### src/rtl/stream_xbar_fifo_if.sv
// Port bundle for stream_xbar_fifo: slave-side beat inputs and master-side beat outputs.
// The crossbar takes the slave modport; whatever drives and consumes the crossbar takes the master modport.
interface stream_xbar_fifo_if #(
  parameter int T_DATA_WIDTH = 8,
  parameter int S_DATA_COUNT = 4,
  parameter int M_DATA_COUNT = 4
);
  localparam int DEST_W = (M_DATA_COUNT > 1) ? $clog2(M_DATA_COUNT) : 1;
  localparam int ID_W   = (S_DATA_COUNT > 1) ? $clog2(S_DATA_COUNT) : 1;

  logic [S_DATA_COUNT-1:0][T_DATA_WIDTH-1:0] s_data_i;
  logic [S_DATA_COUNT-1:0][DEST_W-1:0]       s_dest_i;
  logic [S_DATA_COUNT-1:0]                   s_last_i;
  logic [S_DATA_COUNT-1:0]                   s_valid_i;
  logic [S_DATA_COUNT-1:0]                   s_ready_o;
  logic [M_DATA_COUNT-1:0][T_DATA_WIDTH-1:0] m_data_o;
  logic [M_DATA_COUNT-1:0][ID_W-1:0]         m_id_o;
  logic [M_DATA_COUNT-1:0]                   m_last_o;
  logic [M_DATA_COUNT-1:0]                   m_valid_o;
  logic [M_DATA_COUNT-1:0]                   m_ready_i;

  modport slave (
    input  s_data_i, s_dest_i, s_last_i, s_valid_i, m_ready_i,
    output s_ready_o, m_data_o, m_id_o, m_last_o, m_valid_o
  );

  modport master (
    output s_data_i, s_dest_i, s_last_i, s_valid_i, m_ready_i,
    input  s_ready_o, m_data_o, m_id_o, m_last_o, m_valid_o
  );
endinterface

### src/rtl/stream_xbar_fifo.sv
// Packet crossbar: per-output round-robin arbiter with packet lock feeding a per-output FIFO.
// Optional STREAM_XBAR_FIFO_BAD_DEST_DROP_EN: swallow packets whose first-beat dest is out of range.
module stream_xbar_fifo #(
  parameter int T_DATA_WIDTH = 8,
  parameter int S_DATA_COUNT = 4,
  parameter int M_DATA_COUNT = 4,
  parameter int FIFO_DEPTH   = 4
) (
  input  logic                    clk,
  input  logic                    rst_n,
`ifdef STREAM_XBAR_FIFO_BAD_DEST_DROP_EN
  output logic [S_DATA_COUNT-1:0] bad_dest_o,
`endif
  stream_xbar_fifo_if.slave       bus
);
  localparam int ID_W = (S_DATA_COUNT > 1) ? $clog2(S_DATA_COUNT) : 1;
  localparam int AW   = $clog2(FIFO_DEPTH);
  localparam int EW   = T_DATA_WIDTH + ID_W + 1;

  typedef enum logic {ST_IDLE, ST_LOCKED} arb_state_t;

  arb_state_t      r_state     [M_DATA_COUNT];
  arb_state_t      w_state_nxt [M_DATA_COUNT];
  logic [ID_W-1:0] r_owner     [M_DATA_COUNT];
  logic [ID_W-1:0] w_owner_nxt [M_DATA_COUNT];
  logic [ID_W-1:0] r_rr        [M_DATA_COUNT];
  logic [ID_W-1:0] w_rr_nxt    [M_DATA_COUNT];
  logic [ID_W-1:0] w_gnt_src   [M_DATA_COUNT];
  logic [AW:0]     r_wptr      [M_DATA_COUNT];
  logic [AW:0]     r_rptr      [M_DATA_COUNT];
  logic [EW-1:0]   r_mem       [M_DATA_COUNT][FIFO_DEPTH];

  logic                                     r_run;
  logic [S_DATA_COUNT-1:0]                  w_locked;
  logic [S_DATA_COUNT-1:0]                  w_s_ready;
  logic [M_DATA_COUNT-1:0][S_DATA_COUNT-1:0] w_req;
  logic [M_DATA_COUNT-1:0]                  w_gnt_vld;
  logic [M_DATA_COUNT-1:0]                  w_push;
  logic [M_DATA_COUNT-1:0]                  w_pop;
  logic [M_DATA_COUNT-1:0]                  w_full;
  logic [M_DATA_COUNT-1:0]                  w_empty;

  function automatic logic [ID_W-1:0] next_src(input logic [ID_W-1:0] src);
    return (32'(src) == 32'(S_DATA_COUNT - 1)) ? '0 : ID_W'(32'(src) + 32'd1);
  endfunction

  function automatic logic [ID_W-1:0] rr_idx(input logic [ID_W-1:0] ptr, input int unsigned k);
    return ID_W'((32'(ptr) + k) % 32'(S_DATA_COUNT));
  endfunction

`ifdef STREAM_XBAR_FIFO_BAD_DEST_DROP_EN
  logic [S_DATA_COUNT-1:0] r_drop;
  logic [S_DATA_COUNT-1:0] w_bad_start;
  logic [S_DATA_COUNT-1:0] w_arb_locked;

  always_comb begin
    w_arb_locked = '0;
    for (int unsigned o = 0; o < M_DATA_COUNT; o++)
      if (r_state[o] == ST_LOCKED) w_arb_locked[r_owner[o]] = 1'b1;
    for (int unsigned i = 0; i < S_DATA_COUNT; i++)
      w_bad_start[i] = r_run && bus.s_valid_i[i] && !r_drop[i] && !w_arb_locked[i] &&
                       (32'(bus.s_dest_i[i]) >= 32'(M_DATA_COUNT));
    w_locked = w_arb_locked | r_drop;
  end

  always_ff @(posedge clk or negedge rst_n) begin
    if (!rst_n) begin
      r_drop     <= '0;
      bad_dest_o <= '0;
    end else begin
      for (int unsigned i = 0; i < S_DATA_COUNT; i++) begin
        if (w_bad_start[i]) begin
          bad_dest_o[i] <= 1'b1;
          r_drop[i]     <= !bus.s_last_i[i];
        end else if (r_drop[i] && bus.s_valid_i[i] && bus.s_last_i[i]) begin
          r_drop[i] <= 1'b0;
        end
      end
    end
  end
`else
  always_comb begin
    w_locked = '0;
    for (int unsigned o = 0; o < M_DATA_COUNT; o++)
      if (r_state[o] == ST_LOCKED) w_locked[r_owner[o]] = 1'b1;
  end
`endif

  // A source whose dest matches no output never raises a request, so it simply waits.
  always_comb begin
    for (int unsigned o = 0; o < M_DATA_COUNT; o++) begin
      for (int unsigned i = 0; i < S_DATA_COUNT; i++)
        w_req[o][i] = bus.s_valid_i[i] && !w_locked[i] && (32'(bus.s_dest_i[i]) == o);
      w_gnt_vld[o] = 1'b0;
      w_gnt_src[o] = '0;
      if (r_state[o] == ST_LOCKED) begin
        w_gnt_vld[o] = 1'b1;
        w_gnt_src[o] = r_owner[o];
      end else begin
        for (int unsigned k = 0; k < S_DATA_COUNT; k++) begin
          if (!w_gnt_vld[o] && w_req[o][rr_idx(r_rr[o], k)]) begin
            w_gnt_vld[o] = 1'b1;
            w_gnt_src[o] = rr_idx(r_rr[o], k);
          end
        end
      end
    end
  end

  always_comb begin
    w_s_ready = '0;
    for (int unsigned o = 0; o < M_DATA_COUNT; o++) begin
      w_push[o] = r_run && w_gnt_vld[o] && !w_full[o] && bus.s_valid_i[w_gnt_src[o]];
      if (r_run && w_gnt_vld[o] && !w_full[o]) w_s_ready[w_gnt_src[o]] = 1'b1;
    end
`ifdef STREAM_XBAR_FIFO_BAD_DEST_DROP_EN
    w_s_ready = w_s_ready | r_drop | w_bad_start;
`endif
  end

  assign bus.s_ready_o = w_s_ready;

  always_comb begin
    for (int unsigned o = 0; o < M_DATA_COUNT; o++) begin
      w_state_nxt[o] = r_state[o];
      w_owner_nxt[o] = r_owner[o];
      w_rr_nxt[o]    = r_rr[o];
      if (w_push[o]) begin
        if (bus.s_last_i[w_gnt_src[o]]) begin
          w_state_nxt[o] = ST_IDLE;
          w_rr_nxt[o]    = next_src(w_gnt_src[o]);
        end else begin
          w_state_nxt[o] = ST_LOCKED;
          w_owner_nxt[o] = w_gnt_src[o];
        end
      end
    end
  end

  // r_run holds sources off until the first edge after reset release.
  always_ff @(posedge clk or negedge rst_n) begin
    if (!rst_n) begin
      r_run <= 1'b0;
      for (int unsigned o = 0; o < M_DATA_COUNT; o++) begin
        r_state[o] <= ST_IDLE;
        r_owner[o] <= '0;
        r_rr[o]    <= '0;
        r_wptr[o]  <= '0;
        r_rptr[o]  <= '0;
      end
    end else begin
      r_run <= 1'b1;
      for (int unsigned o = 0; o < M_DATA_COUNT; o++) begin
        r_state[o] <= w_state_nxt[o];
        r_owner[o] <= w_owner_nxt[o];
        r_rr[o]    <= w_rr_nxt[o];
        if (w_push[o]) r_wptr[o] <= r_wptr[o] + (AW+1)'(1);
        if (w_pop[o])  r_rptr[o] <= r_rptr[o] + (AW+1)'(1);
      end
    end
  end

  always_ff @(posedge clk) begin
    for (int unsigned o = 0; o < M_DATA_COUNT; o++)
      if (w_push[o])
        r_mem[o][r_wptr[o][AW-1:0]] <= {bus.s_data_i[w_gnt_src[o]], w_gnt_src[o],
                                        bus.s_last_i[w_gnt_src[o]]};
  end

  always_comb begin
    for (int unsigned o = 0; o < M_DATA_COUNT; o++) begin
      w_empty[o] = (r_wptr[o] == r_rptr[o]);
      w_full[o]  = (r_wptr[o][AW] != r_rptr[o][AW]) &&
                   (r_wptr[o][AW-1:0] == r_rptr[o][AW-1:0]);
      w_pop[o]   = !w_empty[o] && bus.m_ready_i[o];
      bus.m_valid_o[o] = !w_empty[o];
      {bus.m_data_o[o], bus.m_id_o[o], bus.m_last_o[o]} =
        w_empty[o] ? '0 : r_mem[o][r_rptr[o][AW-1:0]];
    end
  end
endmodule

### src/flat_wrapper.sv
// flat-port wrapper written by rule: the top's interface ports become plain ports
module stream_xbar_fifo_flat 
#(
  parameter int T_DATA_WIDTH = 8,
  parameter int S_DATA_COUNT = 4,
  parameter int M_DATA_COUNT = 4,
  parameter int FIFO_DEPTH   = 4
)
  (clk, rst_n, bus_s_data_i, bus_s_dest_i, bus_s_last_i, bus_s_valid_i, bus_m_ready_i, bus_s_ready_o, bus_m_data_o, bus_m_id_o, bus_m_last_o, bus_m_valid_o);
  stream_xbar_fifo_if #(.T_DATA_WIDTH(T_DATA_WIDTH), .S_DATA_COUNT(S_DATA_COUNT), .M_DATA_COUNT(M_DATA_COUNT)) bus_i ();
  input  logic clk;
  input  logic rst_n;
  input wire logic [$bits(bus_i.s_data_i)-1:0] bus_s_data_i;
  input wire logic [$bits(bus_i.s_dest_i)-1:0] bus_s_dest_i;
  input wire logic [$bits(bus_i.s_last_i)-1:0] bus_s_last_i;
  input wire logic [$bits(bus_i.s_valid_i)-1:0] bus_s_valid_i;
  input wire logic [$bits(bus_i.m_ready_i)-1:0] bus_m_ready_i;
  output wire logic [$bits(bus_i.s_ready_o)-1:0] bus_s_ready_o;
  output wire logic [$bits(bus_i.m_data_o)-1:0] bus_m_data_o;
  output wire logic [$bits(bus_i.m_id_o)-1:0] bus_m_id_o;
  output wire logic [$bits(bus_i.m_last_o)-1:0] bus_m_last_o;
  output wire logic [$bits(bus_i.m_valid_o)-1:0] bus_m_valid_o;
  assign bus_i.s_data_i = bus_s_data_i;
  assign bus_i.s_dest_i = bus_s_dest_i;
  assign bus_i.s_last_i = bus_s_last_i;
  assign bus_i.s_valid_i = bus_s_valid_i;
  assign bus_i.m_ready_i = bus_m_ready_i;
  assign bus_s_ready_o = bus_i.s_ready_o;
  assign bus_m_data_o = bus_i.m_data_o;
  assign bus_m_id_o = bus_i.m_id_o;
  assign bus_m_last_o = bus_i.m_last_o;
  assign bus_m_valid_o = bus_i.m_valid_o;
  stream_xbar_fifo #(.T_DATA_WIDTH(T_DATA_WIDTH), .S_DATA_COUNT(S_DATA_COUNT), .M_DATA_COUNT(M_DATA_COUNT), .FIFO_DEPTH(FIFO_DEPTH)) u_core (.clk(clk), .rst_n(rst_n), .bus(bus_i));
endmodule
### config.mk
export PLATFORM = sky130hd
export DESIGN_NAME = stream_xbar_fifo_flat
export DESIGN_NICKNAME = d
export VERILOG_FILES = /design/src/rtl/stream_xbar_fifo_if.sv /design/src/rtl/stream_xbar_fifo.sv /design/src/flat_wrapper.sv
export SDC_FILE = /design/constraint.sdc
export NUM_CORES = 1
export LEC_CHECK = 0
export CAP_MARGIN = 20
export CORE_ASPECT_RATIO = 0.6
export CORE_UTILIZATION = 60
export CTS_BUF_LIST = sky130_fd_sc_hd__clkbuf_4 sky130_fd_sc_hd__clkbuf_8
export CTS_CLUSTER_DIAMETER = 100
export DETAILED_ROUTE_END_ITERATION = 12
export HOLD_SLACK_MARGIN = 0.03
export PLACE_DENSITY_LB_ADDON = 0.12
export SLEW_MARGIN = 20
export SYNTH_ARGS = -nofsm -noshare
export SYNTH_HDL_FRONTEND = slang
export SYNTH_SLANG_ARGS = --single-unit
export TNS_END_PERCENT = 30
### constraint.sdc
create_clock -name clk -period 7.29 [get_ports clk]
set_clock_uncertainty 0.2 [all_clocks]
set_input_delay 1.8225 -clock clk [delete_from_list [all_inputs] [get_ports clk]]
set_output_delay 1.8225 -clock clk [all_outputs]
set_load 0.1 [all_outputs]
## Word level (Yosys, flattened, before mapping)

Memories as Yosys holds them, arrays and structs flattened.
Cells that the tools add are included.

| word-level totals | value |
|---|---|
| input bits | 54 |
| flip-flop bits (word level) | 45 |
| output and inout bits | 52 |
| logic and storage cells | 408 |
| memory bits (writable) | 176 |
| memories | 1 |

Memory list:

| name | words | bits a word | rd ports | clocked after Yosys merged registers in | wr ports | line | source |
|---|---|---|---|---|---|---|---|
| u_core.r_mem | 4 | 44 | 4 | 0 | 4 | stream_xbar_fifo.sv:31 | `logic [EW-1:0] r_mem [M_DATA_COUNT][FIFO_DEPTH];` |

| operators by class | value |
|---|---|
| reductions and logical operators | 100 |
| bitwise gates (word level) | 18 |
| $add $sub $neg | 24 |
| order comparisons | 44 |
| multiplexer cells | 172 |
| equal/unequal tests | 28 |

Operators with widths:

| operator | number |
|---|---|
| two-way mux 11 bit | 16 |
| two-way mux 44 bit | 4 |
| binary-select mux 11 bit (select 2 bit) | 4 |
| demux 11 bit (select 2 bit) | 4 |
| < comparator 2 x 3 -> 1 bit, second input constant | 24 |
| two-way mux 1 bit | 72 |
| binary-select mux 8 bit (select 2 bit) | 4 |
| logical AND 1 bit | 64 |
| binary-select mux 1 bit (select 2 bit) | 24 |
| two-way mux 2 bit | 24 |
| two-way mux 4 bit | 8 |
| two-way mux 8 bit | 4 |
| adder 3 x 1 -> 3 bit, second input constant | 8 |
| equality test 2 bit, second input constant | 12 |
| >= comparator 3 bit, second input constant | 8 |
| logical NOT 1 bit | 24 |
| inverter 2 -> 3 bit | 8 |
| bitwise OR 4 bit | 6 |
| adder 2 x 1 -> 2 bit, second input constant | 8 |
| adder 2 bit, second input constant | 8 |
| demux 1 bit (select 2 bit) | 8 |
| >= comparator 2 x 1 -> 1 bit, second input constant | 8 |
| AND reduction 2 bit | 8 |
| equality test 3 bit | 4 |
| 6 further kinds | 24 |

## Logic depth before layout (Yosys ltp)

| depth | value |
|---|---|
| depth after elaboration | 41 |
| depth in mapped cells | 15 |
| depth with buffers taken out | 12 |

## Least setup slack after synthesis

No wires, ideal clock.

| timing | value |
|---|---|
| kind | input port to output port |
| start | input port bus_s_valid_i[1] |
| end | output port bus_s_ready_o[0] |
| data required time | 5267 ps |
| buffers on the path | 4 |
| path slack | -739 ps |
| cell stages on the path | 14 |
| data arrival time | 6006 ps |
| cell sequence | buf_2 -> o2111ai_2 -> or3_1 -> clkbuf_1 -> nor3_1 -> nor2_1 -> o221ai_2 -> nand2_1 -> buf_4 -> buf_4 -> inv_2 -> ha_1 -> inv_1 -> o21ai_0 |

RTL lines:

| item | line | source |
|---|---|---|
| start, declared | flat_wrapper.sv:16 | `input wire logic [$bits(bus_i.s_valid_i)-1:0] bus_s_valid_i;` |
| end, declared | flat_wrapper.sv:18 | `output wire logic [$bits(bus_i.s_ready_o)-1:0] bus_s_ready_o;` |

## Worst setup path in the final report

| timing | value |
|---|---|
| start | input port bus_s_valid_i[1] |
| end | output port bus_s_ready_o[0] |

| between the ends | value |
|---|---|
| cells in the longest elaborated chain, start to end | 29 |
| elaborated cells on any way between the ends | 148 |
| those cells by class | order compare: 8; mux: 96; bitwise: 3; reduce/logical: 41 |

RTL lines:

| item | line | source |
|---|---|---|
| logical AND 1 bit * | stream_xbar_fifo.sv:93 | `w_req[o][i] = bus.s_valid_i[i] && !w_locked[i] && (32'(bus.s_dest_i[i]) == o);` |
| logical AND 1 bit | stream_xbar_fifo.sv:93 |  |
| binary-select mux 1 bit (select 2 bit) | stream_xbar_fifo.sv:101 | `if (!w_gnt_vld[o] && w_req[o][rr_idx(r_rr[o], k)]) begin` |
| two-way mux 1 bit (implied by the code) | stream_xbar_fifo.sv:101 |  |
| two-way mux 1 bit | stream_xbar_fifo.sv:101 |  |
| two-way mux 1 bit | stream_xbar_fifo.sv:96 | `if (r_state[o] == ST_LOCKED) begin` |
| logical NOT 1 bit | stream_xbar_fifo.sv:101 |  |
| logical AND 1 bit | stream_xbar_fifo.sv:101 |  |
| [13 not listed] | -- |  |
| demux 1 bit (select 2 bit) | -- |  |
| two-way mux 4 bit | stream_xbar_fifo.sv:114 | `if (r_run && w_gnt_vld[o] && !w_full[o]) w_s_ready[w_gnt_src[o]] = 1'b1;` |
| bitwise OR 4 bit (no source line) | -- |  |
| two-way mux 4 bit | stream_xbar_fifo.sv:114 |  |
| bitwise OR 4 bit (no source line) | -- |  |
| two-way mux 4 bit | stream_xbar_fifo.sv:114 |  |
| bitwise OR 4 bit (no source line) | -- |  |
| two-way mux 4 bit * | stream_xbar_fifo.sv:114 |  |

Every way passes the cells marked *; elsewhere a longest branch is shown, timed or not. The select of a mux whose other input is x is not followed.

==> summary.md <==
| Metric | Value |
|---|---|
| Outcome | `finished, final reports clean` |
| Placed wire-length estimate | `20100 um` |
| Largest cells by area after synthesis | `edfxtp_1 (45%), dfrtp_1 (9.6%), mux4_2 (8.5%)` |
| Port Buf Inserts | `105` |
| Final worst path period share | `0.956` |
| Final hold violations | `0` |
| Crit Path Max Fanout | `10` |
| Row cnt | `39` |
| Initial antenna violation count | `0` |
| GRT Total Usage | `0.287` |
| CTS tree | `done` |
| Number of synthesized flops with an enable pin | `176` |
| Area growth syn-to-layout | `18.2%` |
| Count leader, synth | `edfxtp_1` |
| IO Count | `106` |
| Max_cap viols | `0` |
| Post-Route Utilization | `0.726` |
| Via Count | `8056` |
| Placement Cell Area | `0.0131 sq mm` |
| Die Footprint | `0.0201 sq mm` |
| Post-CTS sizing | `0` |
| Arr. time, crit path | `4.94 ns` |
| Post-layout min period | `6.97 ns` |
| Post-Syn Nets | `991` |
| Leading area contributor after synthesis | `edfxtp_1` |
| Number of global-route vias before repair | `7448` |
| Initial core utilization | `0.614` |
| CTS H-Tree Depth | `2` |
| Design area | `0.0138 sq mm` |
| Max Fclk | `144 MHz` |
| WP data required | `5.27 ns` |
| Worst-path clk slew | `0.05 ns` |
| Final ANT Viol Nets | `0` |
| Largest net degree at the start of global routing | `46` |
| Cell variety after synth | `85` |
| CTS max path bufs | `3` |
| Share of post-route cells with drive strength above 1 | `0.171` |
| Die W | `182 um` |
| Pre-Repair DR Iteration Count | `5` |
| Max transition margin | `0.341` |
| Setup Fix Bufs, Post-CTS | `0` |
| GPL Wtd Cong | `0.918` |
| Flip-flop and latch count after synthesis | `221` |
| Die span in y | `110 um` |
| Post-synth top cells | `edfxtp_1 (176), nand2_1 (80), nor2b_1 (53)` |
| Critical setup path kind | `in2out` |
| Cells after synthesis | `901` |
| Cell Area, Synth | `0.0117 sq mm` |
| Synth warn | `0` |
| Remaining DRCs | `0` |
| Routed len/inst | `21.6 um` |
| CP Launch Type | `input pin` |
| Final WL | `28000 um` |
| Total gr overflow | `0` |
| Final Max Slew Viols | `0` |
| Num Clock Sinks | `221` |
| CTS Buf Count | `34` |
| DRT iter0 DRCs | `825` |
| Worst-skew pair later-pin latency | `0.52 ns` |
| Via density per instance | `6.21` |
| Ys flop type | `edfxtp_1` |
| Setup crit end kind | `output port` |
| Post-synthesis async set-or-reset flop share | `0.204` |
| Antenna diode count | `0` |
| RSZ-0062 raised after global routing | `no` |
| Setup-failing EPs final | `0` |
| Hold crit path type | `reg2reg` |
| Avg Cell Area, Syn | `13.0 sq um` |
| Nets | `1115` |
| Clock root buffer | `clkbuf_8` |
| Post-synthesis sequential area ratio | `0.549` |
| Slew @ Worst Pin | `0.986 ns` |
| First-pass GRT wire length | `43100 um` |
| Area share of the largest cell type after synthesis | `0.452` |
| CTS Hold Bufs | `0` |
| Core Area | `0.0190 sq mm` |
| Worst hold margin | `0.285 ns` |
==> registers in the layout (all words and copies together), names as in the netlist <==
| name | count |
|---|---|
| u_core.r_rptr | 12 |
| u_core.r_wptr | 12 |
| u_core.r_mem | 176 |
| u_core.r_run | 1 |
| u_core.r_owner | 8 |
| u_core.r_state | 4 |
| u_core.r_rr | 8 |
==> metrics by stage <==
step | worst slack [ns] | TNS [ns] | std cells
after floorplan | -0.737 | -2.00 | 901
after global placement | 0.437 | 0 | 1235
after detailed placement | 0.398 | 0 | 1235
after CTS | 0.370 | 0 | 1297
after global routing | 0.146 | 0 | 1297
final | 0.324 | 0 | 1297
==> kinds of logic (layout without fill, tap and decap cells) <==
logic type	count (synthesis)	count (layout)	share of synthesized area
other	1	1	0.000321
buffers and inverters	83	233	0.0307
adder cells (fa/ha/maj)	36	36	0.0385
multiplexers	104	104	0.139
AND/OR/NAND/NOR	284	284	0.131
XOR/XNOR	28	28	0.0210
flip-flops	221	221	0.549
AO/OA/AOI/OAI	144	144	0.0905
==> worst max-delay path, stage by stage <==
cell and delay [ns]:
clkdlybuf4s50_1 0.52, o2111ai_2 0.24, or3_1 0.51, o211a_1 0.24, o31ai_2 0.34, inv_1 0.11, buf_4 0.20, ha_1 0.19
a222oi_1 0.35, o21ai_1 0.20, buf_12 0.21
==> area by class of cell <==
| cell class | instances | area (sq um) |
|---|---|---|
| Inverter | 39 | 146 |
| Fill cell | 1285 | 5220 |
| Multi-Input combinational cell | 597 | 4930 |
| Timing Repair Buffer | 132 | 1290 |
| Tap cell | 246 | 308 |
| Clock inverter | 13 | 141 |
| Sequential cell | 221 | 6410 |
| Clock buffer | 49 | 593 |
==> cell usage in the layout (no fill, tap or decap), drive strengths merged, types with 16 or more instances in the layout <==
cell type,netlist,routed
edfxtp,176,176
inv,38,40
and2,23,23
a211oi,20,20
nand3,17,17
a21oi,44,44
buf,22,32
mux4,44,44
dfrtp,45,45
xnor2,18,18
ha,36,36
and3,17,17
nor2,27,27
mux2,24,24
clkdlybuf4s50,0,100
nand2,81,81
mux2i,36,36
nor2b,53,53
clkbuf,22,49
o21ai,16,16
==> final timing paths <==
kind / from / endpoint / slack (ns) / cells after the start
min in group asynchronous: rst_n / u_core.r_rptr[3] / 1.21 / 2
min: u_core.r_wptr[8] / u_core.r_wptr[8] / 0.28 / 1
max: bus_s_valid_i[1] / bus_s_ready_o[0] / 0.32 / 11
max reg2reg: u_core.r_state[0] / u_core.r_mem[1][0] / 2.91 / 11
min reg2reg: u_core.r_wptr[8] / u_core.r_wptr[8] / 0.28 / 1
max in group asynchronous: rst_n / u_core.r_rptr[10] / 5.19 / 2
==> routing by layer <==
layer,vias to the layer above,part of all wire,GRT usage
met3,45,0.085,0.0506
li1,3669,-,-
met5,-,0,0
met1,3949,0.47,0.453
met4,0,0.015,0.0678
met2,393,0.43,0.415
Power is left out: the tool's default activity adds up to more than one toggle a clock period on the data nets, which glitch-free logic cannot reach.
